`src/rtl/adder_pkg.sv`:
```
// Shared types, constants and the reference model for the adder stimulus/checker.
// The model works on 32-bit words; narrower datapaths zero-extend into it.
package adder_pkg;

  typedef logic [31:0] word_t;

  typedef enum logic [2:0] {
    S_IDLE,
    S_DRIVE,
    S_WAIT,
    S_CHECK,
    S_DONE
  } state_t;

  localparam word_t LFSR_POLY         = 32'h8020_0003;
  localparam word_t LFSR_DEFAULT_SEED = 32'hACE1_2024;

  localparam int NUM_DIRECTED = 5;
  localparam word_t DIR_A [NUM_DIRECTED] = '{32'd0, 32'd1, 32'd2, 32'd2, 32'hFFFF_FFFF};
  localparam word_t DIR_B [NUM_DIRECTED] = '{32'd0, 32'd5, 32'd10, 32'd11, 32'd1};

  // Conditional add/subtract, carry and borrow discarded.
  function automatic word_t adder_expected(input word_t a, input word_t b);
    return (a >= 32'd2 && (b <= 32'd10 || a == 32'd0)) ? a + b : a - b;
  endfunction

endpackage

```
`src/rtl/lfsr32.sv`:
```
// 32-bit Galois LFSR (right-shifting) with synchronous reseed and step enable.
module lfsr32
  import adder_pkg::*;
(
  input  logic        clk,
  input  logic        rst,
  input  logic        load,
  input  logic [31:0] seed,
  input  logic        advance,
  output logic [31:0] value
);

  always_ff @(posedge clk) begin
    if (rst || load) begin
      value <= seed;
    end else if (advance) begin
      value <= {1'b0, value[31:1]} ^ (value[0] ? LFSR_POLY : 32'd0);
    end
  end

endmodule

```
`config.mk`:
```
export PLATFORM = sky130hd
export DESIGN_NAME = lfsr32
export DESIGN_NICKNAME = d
export VERILOG_FILES = /design/src/rtl/adder_pkg.sv /design/src/rtl/lfsr32.sv
export SDC_FILE = /design/constraint.sdc
export NUM_CORES = 1
export LEC_CHECK = 0
export ABC_AREA = 1
export CAP_MARGIN = 20
export CORE_MARGIN = 1
export CORE_UTILIZATION = 30
export DETAILED_ROUTE_END_ITERATION = 16
export GPL_TIMING_DRIVEN = 0
export REMOVE_ABC_BUFFERS = 1
export SLEW_MARGIN = 25
export SYNTH_ARGS = -nofsm -noshare
export SYNTH_HDL_FRONTEND = slang
export SYNTH_SLANG_ARGS = --single-unit
```
`constraint.sdc`:
```
create_clock -name clk -period 3.34 [get_ports clk]
set_input_delay 0.501 -clock clk [delete_from_list [all_inputs] [get_ports clk]]
set_output_delay 0.501 -clock clk [all_outputs]
set_load 0.01 [all_outputs]
```
Yosys cells after proc, flatten, opt, wreduce, memory -nomap -nowiden --
Cells that the tools add are included.
Storage, ports and cells: register bits after elaboration 32, latch bits 0, bits in writable memories 0, memory bits (read-only) 0, input port bits 36, memories 0
Cells by class: add/sub/neg operators 0, multipliers 0, divide/modulo/power cells 0, magnitude comparators 0, equal/unequal tests 0, shift operators 0, multiplexer cells 3, bitwise logic cells 1, reductions and logical operators 2
Operators with widths (count):
- 32-bit two-way mux | 3
- 31-bit by 32-bit bitwise XOR with 32-bit output | 1
- 2-bit nonzero test | 1
- 1-bit logical OR | 1

Depth between registers and ports, before layout --
Gate-level depths: netlist (run 1).
word-level depth 4, depth in mapped cells 5, gate-level depth less buffers 4

Worst setup path before layout (run 1) --
Ideal clock, no wire load.
path type in2reg, start point input port rst, end point register value[0] (enable), data arrival time 1.112 ns, slack 1.853 ns, stages 3, path buffers 0, path through inv_2 nand2_4 or2_2
Between the ends: word-level cells in the longest chain between the ends 2
RTL lines:
- start, declared | RTL line lfsr32.sv:6 | input logic rst,
- 1-bit logical OR | RTL line lfsr32.sv:14 | if (rst || load) begin
- 2-bit nonzero test (no source line)
- end signal, assigned | RTL line lfsr32.sv:17 | value <= {1'b0, value[31:1]} ^ (value[0] ? LFSR_POLY : 32'd0);
- end, declared | RTL line lfsr32.sv:10 | output logic [31:0] value
No other way between the ends. A chain may end at the register's enable or synchronous reset.

Final worst setup path (run 1) --
start point input port rst, end point register value[4] (enable)
Same word-level chain as after synthesis.

==> results.md, run 1 <==
- The final hold violation count is 0.
- The count of antenna-violating nets left after detailed routing is 0.
- In this design, the stage delay of the slowest critical-path cell is 700 ps.
- The completed layout was analyzed and its total power is 0.995 mW.
- Yosys printed 0 warnings.
- Yosys instantiated no cell more often than sky130_fd_sc_hd__nand2_1.
- The number of antenna violations at the first check in global routing was 0.
- After routing the design area is 2220 um2.
- The iteration count of the initial detailed-routing pass is 3.
- No sink is reached through more buffers than the 2 on the longest clock path.
- The number of buffers inserted to repair setup after CTS is 0.
- The H-tree generated during clock tree synthesis spans 2 levels.
- Summing all placed instances gives a cell area of 2130 um2.
- The largest fanout on the critical path is 34.
- The number of antenna diodes in the final layout is 0.
- CTS saw 32 sinks.
- The share of synthesized flip-flops with an asynchronous set or reset is 0.
- The number of buffers inserted by hold repair at cts is 0.
- The worst setup path is captured at a flop.
- In this run the tool buffered the top-level ports with 67 buffer cells.
- The setup total negative slack is 0 ps.
- The maximum VDD drop is 0.175 mV.
- Ranked by total cell area, the synthesized netlist is headed by sky130_fd_sc_hd__edfxtp_1 66%, sky130_fd_sc_hd__nand2_1 25%, sky130_fd_sc_hd__buf_8 3.1%.
- The via count of the first global-routing pass is 1125.
- The area growth from synthesis to layout is 52.0%.
- In this run the static leakage power is 0.970 nW.
- The dominant register cell in the synthesized netlist is sky130_fd_sc_hd__edfxtp_1.
- Of the synthesized area, sequential elements account for 0.659.
- The largest total area in the synthesized netlist belongs to sky130_fd_sc_hd__edfxtp_1.
- The routed design could run at a clock period as short as 2210 ps.
- The final setup skew is 4.87 ps.
- In the final routed layout, each cell accounts on average for 12.0 um.
- Traced cell by cell, the critical path runs through clkdlybuf4s50_1, inv_2, nand2_4, or2_2.
- Summing every instance area after synthesis gives 1460 um2.
- The startpoint type of the worst setup path is an input port.
- The per-instance average area after synthesis is 9.86 um2.
- STA puts the critical path data required time at 3250 ps.
- The wire length of the first global-routing pass is 5.29 mm.
- The total routed wirelength is 3.26 mm.
- Clock-pin slew was measured on the worst setup and hold paths at 70 ps.
- The I/O pin count is 68.
- At the later pin of the worst-skew pair, clock insertion delay measures 280 ps.
- At the end of the flow the core is filled with cells to 0.473.
- The detailed-placement wirelength estimate is 2.08 mm.
- The register with the most flip-flops is value.
- The register with the most flip-flops in the layout has 32 of them.
- Dividing the final minimum period by the clock period gives 0.661.
- The total clock buffers created by CTS is 5.
- The share of synthesized area in the top cell type comes to 0.659.
- Synthesis instantiated 12 different standard cells from the library.
- The global-route total usage across every layer is 0.137.
- Setup slack closes at 1130 ps.
- The count of standard-cell rows is 25.
- The placer congestion estimate is 0.649.
- After synthesis the netlist holds a flip-flop and latch count of 32.
- In the final layout, the registers with the most flip-flops are value (32).
- The power density relative to cell area is 449 nW/um2.
- The cell count after synthesis came out at 148.
- Across the run, the number of max-cap violations was 0.
- Setup repair after global routing left no endpoint under its margin.
- Summing over every cut layer, the via total after detailed routing is 1185.
- The via count normalized by instance count is 4.37.
- The number of buffers and inverters on the critical path is 2.
- The floorplan die height is 71.7 um.
- The die covers 5150 um2.
- Once layout is complete, the cells apart from fillers number 271.
- The final-layout worst hold slack is 552 ps.
- The final net count is 252.
- The clock tree from TritonCTS is yes.
- The share of final-layout standard cells stronger than drive strength 1 is 0.0553.
- The worst pin sits at a relative slew slack of 0.478.
- At the placement stage, the worst setup path has a slack of 790 ps.
- At the pin with the least slew margin, the transition time is 784 ps.
- Ranked by instance count, the synthesized netlist is headed by 97 x sky130_fd_sc_hd__nand2_1, 32 x sky130_fd_sc_hd__edfxtp_1, 4 x sky130_fd_sc_hd__inv_1.
- The total area inside the core boundary comes to 4690 um2.
- CTS placed an instance of sky130_fd_sc_hd__clkbuf_8 at the clock tree root.
- Setup violations remaining at the end of the flow were counted as 0.
- The category of the critical setup timing path is input port to flop.
- The critical path's top delay family is simple AND/OR/NAND/NOR gates.
- In this run, synthesis inferred 32 flip-flops with an integrated enable.
- The number of design rule violations left after detail routing is 0.
- The class of the worst hold path is flop to flop.
- For this configuration, the core starts out at a cell density of 0.311.
- The die extent in x is 71.7 um.
- The number of fillers in the final layout is 453.
- The max-slew violation count came to 0.
- The run finished with clean final reports.
- The aggregate global routing overflow is 0.
- The library cell contributing the largest single delay on the critical path is sky130_fd_sc_hd__or2_2.
- The maximum number of pins on one net before global-route repair is 35.
- The first routing iteration left 24 violations.
- The cell count after placement is 263.
- The number of gates resized after CTS is 0.
- The data arrival at the endpoint of the critical path is 2120 ps.
- The maximum clock rate is 453 MHz.
==> layout by cell type, fill, tap and decap left out <==
| cell | count |
|---|---|
| sky130_fd_sc_hd__or2_2 | 1 |
| sky130_fd_sc_hd__clkinv_1 | 1 |
| sky130_fd_sc_hd__nand2_1 | 97 |
| sky130_fd_sc_hd__clkinv_2 | 2 |
| sky130_fd_sc_hd__nand3_1 | 3 |
| sky130_fd_sc_hd__clkdlybuf4s50_1 | 67 |
| sky130_fd_sc_hd__inv_2 | 2 |
| sky130_fd_sc_hd__nand2_4 | 1 |
| sky130_fd_sc_hd__edfxtp_1 | 32 |
| sky130_fd_sc_hd__inv_1 | 4 |
| sky130_fd_sc_hd__o21ai_0 | 1 |
| sky130_fd_sc_hd__nor2_4 | 1 |
| sky130_fd_sc_hd__clkbuf_8 | 5 |
==> layout make-up <==
class	instances	area, um2	area share
well taps	54	67.6	0.0305
inverters	6	22.5	0.0102
repair buffers	67	671	0.302
clock inverters	3	13.8	0.00621
multi-input cells	104	413	0.186
flip-flops and latches	32	961	0.433
clock buffers	5	68.8	0.0310
==> where the power goes <==
| part | internal (mW) | switching, mW | total [mW] |
|---|---|---|---|
| registers | 0.491 | 0.0231 | 0.514 |
| clock network | 0.141 | 0.144 | 0.286 |
| logic | 0.116 | 0.0798 | 0.196 |
==> worst register-to-register path, cell delays in order (launching register included) <==
cell                       delay, ps
sky130_fd_sc_hd__edfxtp_1        460
sky130_fd_sc_hd__inv_1           150
sky130_fd_sc_hd__nand2_1          60
sky130_fd_sc_hd__nand3_1         100
sky130_fd_sc_hd__nand2_1          60
==> cells by family after synthesis <==
logic type | count (synthesis) | synth area share
compound gates | 1 | 0.00343
buf+inv | 12 | 0.0583
flops | 32 | 0.659
simple gates | 103 | 0.280
==> metal layers <==
metal / global-route usage / routed length (um) / up-vias
li1: - / - / 604
met2: 0.224 / 1480 / 42
met5: 0 / 0 / -
met4: 0.0523 / 46 / 0
met1: 0.160 / 1530 / 533
met3: 0.0563 / 198 / 6
==> path summary, 6_finish.rpt <==
kind,from,to,slack [ps],cells after the start
hold / removal,value[9],value[8],550,2
setup reg to reg,value[0],value[21],2280,4
hold reg to reg,value[9],value[8],550,2
setup / recovery,rst,value[4],1130,4
Note: power is estimated with default switching activity, not from simulation.
==> inputs of run 2 (changes only) <==
==> constraint.sdc (replaced) <==
create_clock -name clk -period 2.1 [get_ports clk]
set_input_delay 0.315 -clock clk [delete_from_list [all_inputs] [get_ports clk]]
set_output_delay 0.315 -clock clk [all_outputs]
set_load 0.01 [all_outputs]
==> run 2 against run 1 <==
  * Count of clock-buffer cells in the layout unchanged
  * Global-route usage is the same
  * Utilization increased by 0.053 points
  * Clock power grew 59%
  * Combinational power up 59%
  * Final area increased by 0.11%
  * Routed wire length unchanged
  * Sequential cell count unchanged
  * Sequential share of layout area about the same
  * Die area did not move
  * Non-clock buffer count unchanged
  * First-iteration DRC count stayed put
  * Largest power group unchanged
==> results.md, run 2 (synthesis gave the netlist of run 1 again) <==
- The maximum number of buffers from clock root to sink is 2 (unchanged).
- The count of inserted antenna diode cells is 0 (unchanged).
- The post-detailed-route wirelength per cell was 12.0 um (unchanged).
- The terminus of the critical flop-to-flop path is value[21] (unchanged).
- The slew at the pin closest to its max-slew limit is 724 ps (was 784 ps).
- The total die area came to 5150 um2 (unchanged).
- The number of design rule violations left after detail routing is 0 (unchanged).
- The area growth from synthesis to layout is 52.1% (was 52.0%).
- Unrepaired setup endpoints after global routing: false (unchanged).
- The aggregate global routing overflow is 0 (unchanged).
- The clock sink count came to 32 (unchanged).
- The fraction of the core area covered by cells at the end of the flow is 0.473 (about the same).
- The category of the critical setup timing path is input port to flop (unchanged).
- The via count normalized by instance count is 4.37 (unchanged).
- The global-route total usage across every layer is 0.137 (unchanged).
- Ordered list of cells on the worst path: clkdlybuf4s50_1, inv_2, nand2_4, or2_4 (was clkdlybuf4s50_1, inv_2, nand2_4, or2_2).
- The initial core utilization was 0.311 (unchanged).
- The required time at the endpoint of the critical path is 2030 ps (was 3250 ps).
- The flip-flop count of the largest register, all copies and words added is 32 (unchanged).
- The via count came to 1185 (unchanged).
- Of the available clock period, the critical path in the final layout requires 0.856.
- The final setup skew is 4.87 ps (unchanged).
- The startpoint type of the worst setup path is an input port (unchanged).
- The total routed wirelength is 3.26 mm (unchanged).
- The I/O pin count is 68 (unchanged).
- Derived from the worst setup path, the maximum achievable clock frequency is 556 MHz.
- The end point of the critical path is value[4] (unchanged).
- The floorplan die height is 71.7 um (unchanged).
- The register clock-pin slew on the reported worst setup and hold paths is 70 ps (about the same).
- The startpoint of the lowest-slack register-to-register path is value[0] (unchanged).
- The via count of the first global-routing pass was 1125 (unchanged).
- The clock tree root driver cell was sky130_fd_sc_hd__clkbuf_8 (unchanged).
- Commonest non-fill, non-tap cells in the layout: 97 x sky130_fd_sc_hd__nand2_1, 67 x sky130_fd_sc_hd__clkdlybuf4s50_1, 32 x sky130_fd_sc_hd__edfxtp_1 (unchanged).
- The max-slew violation count is 0 (unchanged).
- The library cell contributing the largest single delay on the critical path is sky130_fd_sc_hd__clkdlybuf4s50_1 (was sky130_fd_sc_hd__or2_2).
- The final count of negative-setup-slack endpoints is 0 (unchanged).
- The worst hold path stage count is 2 (unchanged).
- The number of gates resized after CTS came to 0 (unchanged).
- The die extent in x is 71.7 um (unchanged).
- The data arrival at the endpoint of the critical path was 1730 ps (was 2120 ps).
- The class of the worst hold path is flop to flop (unchanged).
- The maximum VDD drop is 0.279 mV (was 0.175 mV).
- The number of antenna violations at the first check in global routing is 0 (unchanged).
- The post-route total power is 1.58 mW (was 0.995 mW).
- The total clock buffers created by CTS is 5 (unchanged).
- The power density relative to cell area was 713 nW/um2 (was 449 nW/um2).
- The clock tree from TritonCTS is yes (unchanged).
- The core box area came to 4690 um2 (unchanged).
- The leakage power was 0.971 nW (was 0.970 nW).
- The number of buffers inserted by hold repair at cts is 0 (unchanged).
- The final hold violation count is 0 (unchanged).
- The iteration count of the initial detailed-routing pass was 3 (unchanged).
- The relative slew slack is 0.516 (was 0.478).
- The final net count is 252 (unchanged).
- The count of buffering cells on the critical path with inverters included came to 2 (unchanged).
- The worst-case reg-to-reg path depth is 4 (unchanged).
- The worst reg-to-reg setup slack is 1040 ps (was 2280 ps).
- The share of final-layout standard cells stronger than drive strength 1 came to 0.0553 (unchanged).
- Registers with the most flip-flops: value (32) (unchanged).
- The most common cell after layout, fill and taps aside is sky130_fd_sc_hd__nand2_1 (unchanged).
- The cell depth of the worst setup path was 4 (unchanged).
- The largest fanout on the critical path is 34 (unchanged).
- Run status: finished clean (unchanged).
- The number of max-cap violations is 0 (unchanged).
- The placer congestion estimate is 0.649 (unchanged).
- The register with the most flip-flops is value (unchanged).
- The detailed-placement wirelength estimate is 2.08 mm (unchanged).
- The count of antenna-violating nets left after detailed routing is 0 (unchanged).
- The CTS H-tree depth is 2 (unchanged).
- The initial DRC count is 24 (unchanged).
- The insertion delay to the later sink of the worst-skew pair is 280 ps (about the same).
- The wire length of the first global-routing pass was 5.29 mm (unchanged).
- The count of standard-cell rows is 25 (unchanged).
- The count of input and output buffers was 67 (unchanged).
- The number of buffers inserted to repair setup after CTS was 0 (unchanged).
- The post-route minimum period is 1800 ps.
- The maximum number of pins on one net before global-route repair is 35 (unchanged).
- The largest incremental delay on the critical path was 540 ps (was 700 ps).
- The kind of end point of the critical path is a flop (unchanged).
- The origin of the worst setup path is rst (unchanged).
- The critical path's top delay family is simple AND/OR/NAND/NOR gates (unchanged).
==> run 2: cell counts in the layout (fill, tap and decap cells not counted) <==
No cell type changed its count.
==> run 2: where the power goes <==
group | total (mW) | leakage, nW | switching (mW) | internal, mW
clock | 0.454 | 0.0453 | 0.229 | 0.225
combinational | 0.312 | 0.587 | 0.127 | 0.185
sequential | 0.817 | 0.339 | 0.0367 | 0.780
total | 1.58 | 0.971 | 0.393 | 1.19
==> run 2: worst min path at each step <==
stage               startpoint   endpoint  slack, ps
floorplan             seed[10]  value[10]        490
global placement      value[4]   value[3]        530
global route         value[10]   value[9]        580
finish                value[9]   value[8]        550
detailed placement    value[9]   value[8]        540
CTS                   value[9]   value[8]        550
==> run 2: layout make-up <==
class                           count  area [um2]
Sequential cell                    32         961
Timing Repair Buffer               67         671
Inverter                            6        22.5
Clock buffer                        5        68.8
Tap cell                           54        67.6
Clock inverter                      3        13.8
Multi-Input combinational cell    104         415
Fill cell                         452        2470
==> run 2: stage by stage <==
step	instance area (um2)	instances	worst slack (ps)	TNS, ps	hold slack [ps]
3_3_place_gp	2130	263	-271	-8620	529
3_5_place_dp	2130	263	-264	-8390	537
5_1_grt	2220	271	205	0	577
4_1_cts	2220	271	33.3	0	550
6_report	2220	271	302	0	552
2_1_floorplan	1400	142	668	0	494
==> run 2: routing by layer <==
metal,GRT usage,wire [um]
met5,0,0
met4,0.0523,46
met3,0.0563,198
met2,0.224,1480
met1,0.160,1530
==> run 2: worst reg2reg max path: stages, from the launching register on <==
cell,delay [ps]
sky130_fd_sc_hd__edfxtp_1,460
sky130_fd_sc_hd__inv_1,150
sky130_fd_sc_hd__nand2_1,60
sky130_fd_sc_hd__nand3_1,100
sky130_fd_sc_hd__nand2_1,60
==> inputs of run 3 (changes only) <==
--- a/config.mk
+++ b/config.mk
@@ -9,6 +9,7 @@
 export CAP_MARGIN = 20
 export CORE_MARGIN = 1
 export CORE_UTILIZATION = 30
+export CTS_CLUSTER_DIAMETER = 120
 export DETAILED_ROUTE_END_ITERATION = 16
 export GPL_TIMING_DRIVEN = 0
 export REMOVE_ABC_BUFFERS = 1
==> results of run 3 <==
No change in the layout: final DEF, timing and power equal those of run 2.
